File: src/rtl/fir_output_stage_pkg.sv
// Shared widths, defaults and sample typedefs for the FIR output stage.
// Also holds the counter-width helper used by the stage and its FIFO.
package fir_output_stage_pkg;

  localparam int FIR_IN_W       = 32;
  localparam int FIR_ORDER      = 4;
  localparam int DEF_OUT_W      = 16;
  localparam int DEF_SHIFT      = 8;
  localparam int DEF_DECIM      = 4;
  localparam int DEF_FIFO_DEPTH = 8;

  typedef logic signed [FIR_IN_W-1:0]  in_sample_t;
  typedef logic signed [DEF_OUT_W-1:0] out_sample_t;

  // Width needed to count 0..n-1, never less than one bit.
  function automatic int cnt_w(input int n);
    return (n < 2) ? 1 : $clog2(n);
  endfunction

endpackage

File: src/rtl/fir_out_fifo.sv
// Synchronous first-word-fall-through FIFO: the head is visible on dout_o while not empty.
// Push into a full FIFO is accepted only together with a pop; clr_i empties it at the next edge.
module fir_out_fifo
  import fir_output_stage_pkg::*;
#(
  parameter int W     = 16,
  parameter int DEPTH = 8
) (
  input  logic                   clk,
  input  logic                   rst,
  input  logic                   clr_i,
  input  logic                   push_i,
  input  logic                   pop_i,
  input  logic [W-1:0]           din_i,
  output logic [W-1:0]           dout_o,
  output logic                   full_o,
  output logic                   empty_o,
  output logic [$clog2(DEPTH):0] level_o
);

  localparam int PW = cnt_w(DEPTH);
  localparam int LW = $clog2(DEPTH) + 1;

  logic [W-1:0]  mem_q [DEPTH];
  logic [PW-1:0] wr_ptr_q, wr_ptr_d, rd_ptr_q, rd_ptr_d;
  logic [LW-1:0] level_q, level_d;
  logic          push_ok, pop_ok;

  assign empty_o = (level_q == '0);
  assign full_o  = (level_q == LW'(DEPTH));
  assign level_o = level_q;
  assign dout_o  = mem_q[rd_ptr_q];

  assign pop_ok  = pop_i && !empty_o;
  assign push_ok = push_i && (!full_o || pop_ok);

  always_comb begin
    wr_ptr_d = wr_ptr_q;
    rd_ptr_d = rd_ptr_q;
    level_d  = level_q;
    if (clr_i) begin
      wr_ptr_d = '0;
      rd_ptr_d = '0;
      level_d  = '0;
    end else begin
      if (push_ok) wr_ptr_d = wr_ptr_q + 1'b1;
      if (pop_ok)  rd_ptr_d = rd_ptr_q + 1'b1;
      level_d = level_q + LW'(push_ok) - LW'(pop_ok);
    end
  end

  always_ff @(posedge clk or posedge rst) begin
    if (rst) begin
      wr_ptr_q <= '0;
      rd_ptr_q <= '0;
      level_q  <= '0;
    end else begin
      wr_ptr_q <= wr_ptr_d;
      rd_ptr_q <= rd_ptr_d;
      level_q  <= level_d;
    end
  end

  always_ff @(posedge clk) begin
    if (push_ok && !clr_i) mem_q[wr_ptr_q] <= din_i;
  end

endmodule

File: src/rtl/fir_output_stage.sv
// Drops FIR start-up samples, decimates, rounds/saturates to OUT_W and queues results for the consumer.
// Two edges from in_valid to FIFO head; a kept sample meeting a full, non-popping FIFO is dropped and counted.
module fir_output_stage
  import fir_output_stage_pkg::*;
#(
  parameter int IN_W       = FIR_IN_W,
  parameter int OUT_W      = DEF_OUT_W,
  parameter int SHIFT      = DEF_SHIFT,
  parameter int DECIM      = DEF_DECIM,
  parameter int WARMUP     = FIR_ORDER - 1,
  parameter int FIFO_DEPTH = DEF_FIFO_DEPTH
) (
  input  logic                        clk,
  input  logic                        reset,
  input  logic                        flush,
  input  logic                        in_valid,
  input  logic [IN_W-1:0]             in_y,
  output logic                        out_valid,
  input  logic                        out_ready,
  output logic [OUT_W-1:0]            out_data,
  output logic [$clog2(FIFO_DEPTH):0] fill_level,
  output logic                        sat_event,
  output logic                        overflow_flag,
  output logic [15:0]                 drop_count
);

  localparam int WW = cnt_w(WARMUP + 1);
  localparam int DW = cnt_w(DECIM);
  localparam logic signed [IN_W:0] RND     = ((IN_W+1)'(1) << SHIFT) >> 1;
  localparam logic signed [IN_W:0] SAT_MAX = {{(IN_W-OUT_W+2){1'b0}}, {(OUT_W-1){1'b1}}};
  localparam logic signed [IN_W:0] SAT_MIN = {{(IN_W-OUT_W+2){1'b1}}, {(OUT_W-1){1'b0}}};

  logic [WW-1:0]      warm_cnt_q, warm_cnt_d;
  logic [DW-1:0]      dec_cnt_q, dec_cnt_d;
  logic               accept, warm_done, keep;
  logic signed [IN_W:0] sum_s, shr_s;
  logic [OUT_W-1:0]   scaled;
  logic               sat;
  logic               s1_vld_q, s1_sat_q;
  logic [OUT_W-1:0]   s1_dat_q;
  logic               fifo_full, fifo_empty, push, pop, drop;
  logic [OUT_W-1:0]   head;
  logic               overflow_q;
  logic [15:0]        drop_count_q;

  // A sample arriving together with flush is discarded and does not advance warm-up.
  assign accept    = in_valid && !flush;
  assign warm_done = (warm_cnt_q == WW'(WARMUP));
  assign keep      = accept && warm_done && (dec_cnt_q == '0);

  always_comb begin
    warm_cnt_d = warm_cnt_q;
    dec_cnt_d  = dec_cnt_q;
    if (flush) begin
      warm_cnt_d = '0;
      dec_cnt_d  = '0;
    end else if (accept) begin
      if (!warm_done)                   warm_cnt_d = warm_cnt_q + 1'b1;
      else if (dec_cnt_q == DW'(DECIM-1)) dec_cnt_d = '0;
      else                              dec_cnt_d  = dec_cnt_q + 1'b1;
    end
  end

  // One extra bit keeps the rounding add from wrapping at the top of the input range.
  always_comb begin
    sum_s  = $signed({in_y[IN_W-1], in_y}) + RND;
    shr_s  = sum_s >>> SHIFT;
    sat    = 1'b1;
    scaled = shr_s[OUT_W-1:0];
    if (shr_s > SAT_MAX)      scaled = SAT_MAX[OUT_W-1:0];
    else if (shr_s < SAT_MIN) scaled = SAT_MIN[OUT_W-1:0];
    else                      sat    = 1'b0;
  end

  assign pop  = out_valid && out_ready;
  assign push = s1_vld_q && !flush && (!fifo_full || pop);
  assign drop = s1_vld_q && !flush && fifo_full && !pop;

  always_ff @(posedge clk or posedge reset) begin
    if (reset) begin
      warm_cnt_q   <= '0;
      dec_cnt_q    <= '0;
      s1_vld_q     <= 1'b0;
      s1_sat_q     <= 1'b0;
      s1_dat_q     <= '0;
      overflow_q   <= 1'b0;
      drop_count_q <= '0;
    end else begin
      warm_cnt_q <= warm_cnt_d;
      dec_cnt_q  <= dec_cnt_d;
      s1_vld_q   <= keep;
      if (keep) begin
        s1_dat_q <= scaled;
        s1_sat_q <= sat;
      end
      if (drop) begin
        overflow_q <= 1'b1;
        if (drop_count_q != 16'hFFFF) drop_count_q <= drop_count_q + 16'd1;
      end
    end
  end

  fir_out_fifo #(
    .W     (OUT_W),
    .DEPTH (FIFO_DEPTH)
  ) u_fifo (
    .clk     (clk),
    .rst     (reset),
    .clr_i   (flush),
    .push_i  (push),
    .pop_i   (pop),
    .din_i   (s1_dat_q),
    .dout_o  (head),
    .full_o  (fifo_full),
    .empty_o (fifo_empty),
    .level_o (fill_level)
  );

  assign out_valid     = !fifo_empty;
  assign out_data      = out_valid ? head : '0;
  assign sat_event     = push && s1_sat_q;
  assign overflow_flag = overflow_q;
  assign drop_count    = drop_count_q;

endmodule

File: config.mk
export PLATFORM = sky130hd
export DESIGN_NAME = fir_output_stage
export DESIGN_NICKNAME = d
export VERILOG_FILES = /design/src/rtl/fir_output_stage_pkg.sv /design/src/rtl/fir_out_fifo.sv /design/src/rtl/fir_output_stage.sv
export SDC_FILE = /design/constraint.sdc
export NUM_CORES = 1
export LEC_CHECK = 0
export CAP_MARGIN = 40
export CORE_MARGIN = 2
export CORE_UTILIZATION = 50
export CTS_BUF_LIST = sky130_fd_sc_hd__clkbuf_8 sky130_fd_sc_hd__clkbuf_16
export DETAILED_ROUTE_END_ITERATION = 10
export GPL_TIMING_DRIVEN = 0
export PLACE_DENSITY_LB_ADDON = 0.15
export SYNTH_ARGS = -nofsm -noshare
export SYNTH_HDL_FRONTEND = slang
export SYNTH_SLANG_ARGS = --single-unit
File: constraint.sdc
create_clock -name clk -period 4.25 [get_ports clk]
set_input_delay 0.6375 -clock clk [delete_from_list [all_inputs] [get_ports clk]]
set_output_delay 0.6375 -clock clk [all_outputs]
set_load 0.01 [all_outputs]
Yosys cells after proc, flatten, opt, wreduce, memory -nomap -nowiden --
Memory sizes are Yosys's and may differ from the RTL's. Index checks and enable logic that the tools add are counted.
Operators by class: add/sub/neg operators 8, magnitude comparators 2, multiplexer cells 19, reductions and logical operators 27, eq/ne operators 5
Operator list (number):
- $mux 16 | 3
- $add 32x9->33 const B | 1
- $gt 25x16->1 const B | 1
- $lt 25x16->1 const B | 1
- $add 16x1->16 const B | 1
- $ne 16x16->1 const B | 1
- $mux 2 | 7
- $logic_and 1x1->1 | 12
- $mux 3 | 4
- $reduce_bool 2->1 | 4
- $add 3x1->3 const B | 2
- $reduce_and 2->1 | 3
- $add 2x1->2 const B | 2
- $add 4x1->4 | 1
- $eq 2x2->1 const B | 2
- $eq 4x4->1 const B | 1
- $logic_not 1->1 | 4
- $logic_not 4->1 | 1
- $mux 1 | 4
- $mux 4 | 1
- $sub 4x1->4 | 1
- $logic_not 2->1 | 1
- $logic_or 1x1->1 | 2
- $ne 2x2->1 const B | 1
Word-level totals: bits in writable memories 128, word-level logic and storage cells 72, register bits 49, memories 1, input bits 37, output and inout bits 39
Memories:
- u_fifo.mem_q | words 8, bits a word 16, rd ports 1, clocked after Yosys merged registers in 0, write ports 1, line fir_out_fifo.sv:24 | logic [W-1:0] mem_q [DEPTH];

Longest topological paths before layout --
depth in word-level cells 9, mapped depth 14, mapped depth without buffers 13

Hierarchy --
Synthesis repeated with hierarchy kept, for this count alone.
Unflattened totals: cells, all modules 530, area, all modules 7980.2 µm²
By module, submodules not included:
- fir_out_fifo | times used 1, cells each 273, seq. area each 4093.9 µm², area each 5576.6 µm²
- fir_output_stage | times used 1, cells each 257, seq. area each 975.9 µm², area each 2403.6 µm²

Worst setup path after synthesis --
No wires, ideal clock.
kind flip-flop to flip-flop, start reg u_fifo.level_q[2] (netlist: u_fifo.level_o[2]), end mem u_fifo.mem_q[0][0] (enable), setup time 0.430 ns, required time 3.820 ns, cell stages (with the launch flop) 7, clock period less this slack 3.038 ns, arrival time 2.608 ns, path buffers 0, path slack 1.212 ns, path through dfrtp_1 > inv_1 > ha_1 > nand2b_1 > nand3_1 > nand2_1 > nor4_1
Between the ends: cells in the longest elaborated chain, start to end 9, elaborated cells on any way between the ends 13, classes of those cells 1 x eq/ne; 2 x mux; 10 x reduce/logical
Ends and longest elaborated chain:
- start: declaration | line fir_out_fifo.sv:26 | logic [LW-1:0] level_q, level_d;
- start signal: assignment | line fir_out_fifo.sv:60 | level_q <= level_d;
- $logic_not 4->1 | line fir_out_fifo.sv:29 | assign empty_o = (level_q == '0);
- $logic_not 1->1 | line fir_out_fifo.sv:34, fir_output_stage.sv:119
- $logic_and 1x1->1 | line fir_output_stage.sv:75 | assign pop = out_valid && out_ready;
- $logic_or 1x1->1 / $logic_and 1x1->1 (equally long branches) | line fir_output_stage.sv:76, fir_out_fifo.sv:34
- $logic_and 1x1->1 / $logic_or 1x1->1 (equally long branches) | line fir_output_stage.sv:76, fir_out_fifo.sv:35
- $logic_and 1x1->1 (*) | line fir_out_fifo.sv:35 | assign push_ok = push_i && (!full_o || pop_ok);
- $logic_and 1x1->1 (*) | line fir_out_fifo.sv:65 | if (push_ok && !clr_i) mem_q[wr_ptr_q] <= din_i;
- $mux 1 (*) | line fir_out_fifo.sv:65
- $mux 1 (not written as such) (*) | line fir_out_fifo.sv:65
- end: declaration | line fir_out_fifo.sv:24
Every way passes the cells marked *; elsewhere a longest branch is shown, timed or not.

Worst setup path in the final report --
start reg u_fifo.rd_ptr_q[0], end out out_data[13]
Between the ends: cells in the longest elaborated chain, start to end 2
Ends and longest elaborated chain:
- start: declaration | line fir_out_fifo.sv:25 | logic [PW-1:0] wr_ptr_q, wr_ptr_d, rd_ptr_q, rd_ptr_d;
- start signal: assignment | line fir_out_fifo.sv:59 | rd_ptr_q <= rd_ptr_d;
- $mem_v2 8x16
- $mux 16 | line fir_output_stage.sv:120 | assign out_data = out_valid ? head : '0;
- end: declaration | line fir_output_stage.sv:20 | output logic [OUT_W-1:0] out_data,
No other way between the ends.

==> PnR_summary.wiki <==
{| class="wikitable"
! Metric !! Value
|-
| Largest net degree at the start of global routing || 38
|-
| Global placer's final weighted congestion || 0.8887
|-
| Post-synthesis xor/xnor area fraction || 3.842%
|-
| Measured slew at the worst slew-check pin || 0.8423 ns
|-
| Number of global-route vias before repair || 4712
|-
| Initial DRT Pass Iterations || 4
|-
| Number of setup violations in the final report || 0
|-
| Synthesized instance count || 518
|-
| I/O Buffers || 68
|-
| Latest clock arrival within the worst-skew pair || 0.43 ns
|-
| Die W || 128.5 um
|-
| VDD IR max || 0.0002958 V
|-
| Max cap viols || 0
|-
| Standard cell core area || 15200 um^2
|-
| Post-CTS setup repair buffer count || 0
|-
| Overall Power || 4.734 mW
|-
| P per Cell Area || 501.5 nW/um^2
|-
| Simple-gate share of the synthesized area || 10.30%
|-
| CP required || 3.61 ns
|-
| Sequence of cells on the critical path || clkbuf_1 -> buf_2 -> mux4_2 -> mux2i_1 -> nor2_1 -> clkdlybuf4s50_1
|-
| Clock slew seen by the registers of the worst setup and hold paths || 0.07 ns
|-
| Share of final-layout standard cells stronger than drive strength 1 || 17.54%
|-
| Final worst setup slack || 0.6694 ns
|-
| First-pass GRT wire length || 25580 um
|-
| Type of element launching the critical path || register
|-
| Top_reg_cell synth || edfxtp_1
|-
| Number of DRC violations after detailed routing || 0
|-
| Endpoint type of the worst setup path || output port
|-
| Hold violation count in the final report || 0
|-
| Count of clock tree sinks || 177
|-
| Count of cell types in the netlist || 52
|-
| Detailed placement HPWL || 11290 um
|-
| Result of the run || completed
|-
| Syn Std Cell Area || 7751 um^2
|-
| Setup repair after global routing missed its margin || false
|-
| Critical path's largest stage delay || 0.55 ns
|-
| Cts-stage hold buffer count || 0
|-
| Number of buffers on the longest clock path || 2
|-
| Iter 0 DRT Violations || 459
|-
| DR WL/cell || 19.39 um
|-
| Diodes inserted || 0
|-
| Worst R2R Setup Slack || 1.46 ns
|-
| Maximum clock rate || 279.3 MHz
|-
| Synthesized-area fraction occupied by adder cells || 2.357%
|-
| CP top delay family || buffers and inverters
|-
| Total Die Area || 16510 um^2
|-
| Mean instance size in the synthesized netlist || 14.96 um^2
|-
| Buffer type at the clock tree root || clkbuf_16
|-
| CTS tree || done
|-
| Final-layout fill cell count || 1157
|-
| Register bit count reported by yosys || 177
|-
| RR Startpoint || u_fifo.level_o[2]
|-
| Number of antenna violations at the first check in global routing || 0
|-
| Crit share post-route || 84.25%
|-
| Vias after detailed routing || 4626
|-
| Mux share of post-synthesis cell area || 11.78%
|-
| TNS Setup || 0 ns
|-
| Top-area cell type share of the netlist area || 49.59%
|-
| Main combinational cell family by area after synthesis || multiplexers
|-
| Synth async-reset ratio || 27.68%
|-
| Initial cell density of the core || 50.99%
|-
| Worst R2R End || u_fifo.mem_q[1][15]
|-
| Crit path buf inv count || 3
|-
| Final global-route overflow total || 0
|-
| Quantity of gates resized following cts || 0
|-
| Top post-synthesis cells by area || edfxtp_1 50%, dfrtp_1 16%, mux4_2 9.3%, nand2_1 2.3%, xnor2_1 2.3%
|-
| Leading area contributor after synthesis || edfxtp_1
|-
| Row Count || 45
|-
| Syn_nets || 569
|-
| Critical path class || register to output port
|-
| DRT Wirelength || 15920 um
|-
| Max-slew violation total from the final report || 0
|-
| Critical path arrival || 2.94 ns
|-
| Maximum fanout count along the critical path || 10
|-
| Post-DRT Antenna Nets || 0
|-
| Yosys warning count || 0
|-
| Worst max-slew margin expressed relative to the limit || 43.54%
|-
| Placement-stage worst setup slack || 0.8847 ns
|-
| Via density || 5.635
|-
| Worst hold-check path type || input port to asynchronous set/reset pin
|-
| Ports placed on the boundary || 76
|-
| Time the worst path needs with I/O delays and setup || 3.581 ns
|-
| Clock buffer count from CTS || 17
|-
| FF-to-FF path depth || 9
|-
| Most common library cell in the layout ignoring fill and taps || edfxtp_1
|-
| Synthesis-to-finish area growth || 21.78%
|-
| Final setup skew || 0.007364 ns
|-
| Number of enable-type register cells in the synthesized netlist || 128
|-
| Sequential-to-total area share from yosys stat || 65.41%
|-
| Overall routing resource usage || 20.94%
|-
| LEAKAGE || 3.387 nW
|-
| Die height || 128.5 um
|-
| Share of the synthesized area in compound gates (AO/OA/AOI/OAI) || 4.520%
|-
| Cell with the largest stage delay on the worst path || mux4_2
|-
| Number of levels the H-tree was split into || 4
|-
| Nets || 671
|-
| Commonest cells after routing, fill and taps aside || 128 x edfxtp_1, 68 x clkdlybuf4s50_1, 49 x dfrtp_1
|}
-- logic make-up (layout without fill, tap and decap cells) --
kind of cell               Yosys count  count (layout)
AOI/OAI and AO/OA                   56              56
xor gates and xnor gates            34              34
adders and majority gates           14              14
buffers and inverters               32             147
DFF                                177             177
muxes                               51              51
and+or+nand+nor                    154             154
-- final cells by class --
cell class / instances / area (um^2) / area share [%]
Tap cell: 188 / 235.2 / 2.492
Timing Repair Buffer: 83 / 839.6 / 8.894
Multi-Input combinational cell: 309 / 2576 / 27.29
Buffer: 19 / 90.09 / 0.9544
Clock buffer: 17 / 425.4 / 4.507
Clock inverter: 15 / 153.9 / 1.630
Sequential cell: 177 / 5070 / 53.71
Inverter: 13 / 48.80 / 0.5170
-- worst max path at each step --
stage,from,to,slack [ns],cells after the start
CTS,u_fifo.rd_ptr_q[0],out_data[13],0.58,6
detailed placement,flush,u_fifo.mem_q[1][7],0.88,7
global route,u_fifo.rd_ptr_q[0],out_data[13],0.45,6
global placement,flush,u_fifo.mem_q[0][8],-0.74,4
finish,u_fifo.rd_ptr_q[0],out_data[13],0.67,6
floorplan,u_fifo.level_o[2],u_fifo.mem_q[0][0],1.21,6
-- flip-flops by register name, summed over array words and instances (netlist names) --
signal           count
dec_cnt_q            2
drop_count          16
overflow_flag        1
s1_dat_q            16
s1_sat_q             1
s1_vld_q             1
u_fifo.level_o       4
u_fifo.mem_q       128
u_fifo.rd_ptr_q      3
u_fifo.wr_ptr_q      3
warm_cnt_q           2
-- stage by stage --
stage / instances / hold WS [ns] / instance area, um^2 / util (%)
finish: 821 / 0.4689 / 9439 / 62.09
global route: 821 / 0.4834 / 9439 / 62.09
CTS: 821 / 0.4697 / 9439 / 62.09
detailed placement: 789 / 0.4551 / 8860 / 58.28
global placement: 774 / 0.4532 / 8667 / 57.01
floorplan: 518 / 0.4736 / 7751 / -
-- worst register-to-register path, delay by kind of cell (launching register included) --
family / cells / cell delay (ns)
adders and majority gates: 1 / 0.21
and+or+nand+nor: 5 / 1.35
DFF: 1 / 0.35
buffers and inverters: 3 / 0.59
-- power by group --
group	internal, mW	switching [mW]
sequential	1.96	0.0931
combinational	0.613	0.544
clock	0.827	0.697
-- synth_stat cells, types with 8 or more instances --
cell      number
nand2_1       47
nor2_1        41
mux2i_1       17
a21oi_1       18
xnor2_1       20
and4_1         9
inv_1         13
xor2_1        14
o21ai_0        8
edfxtp_1     128
o21ai_1       10
dfrtp_1       49
mux4_2        32
ha_1          13
clkbuf_1      10
nand4_1       13
-- routing by layer --
| metal | up-vias | track usage (%) | part of all wire (%) |
|---|---|---|---|
| met3 | 20 | 4.116 | 4.6 |
| met1 | 2301 | 28.11 | 44 |
| li1 | 2172 | - | - |
| met4 | 0 | 7.033 | 1.4 |
| met5 | - | 0 | 0 |
| met2 | 133 | 34.79 | 50 |
No activity file was read; power rests on OpenSTA's default activity.
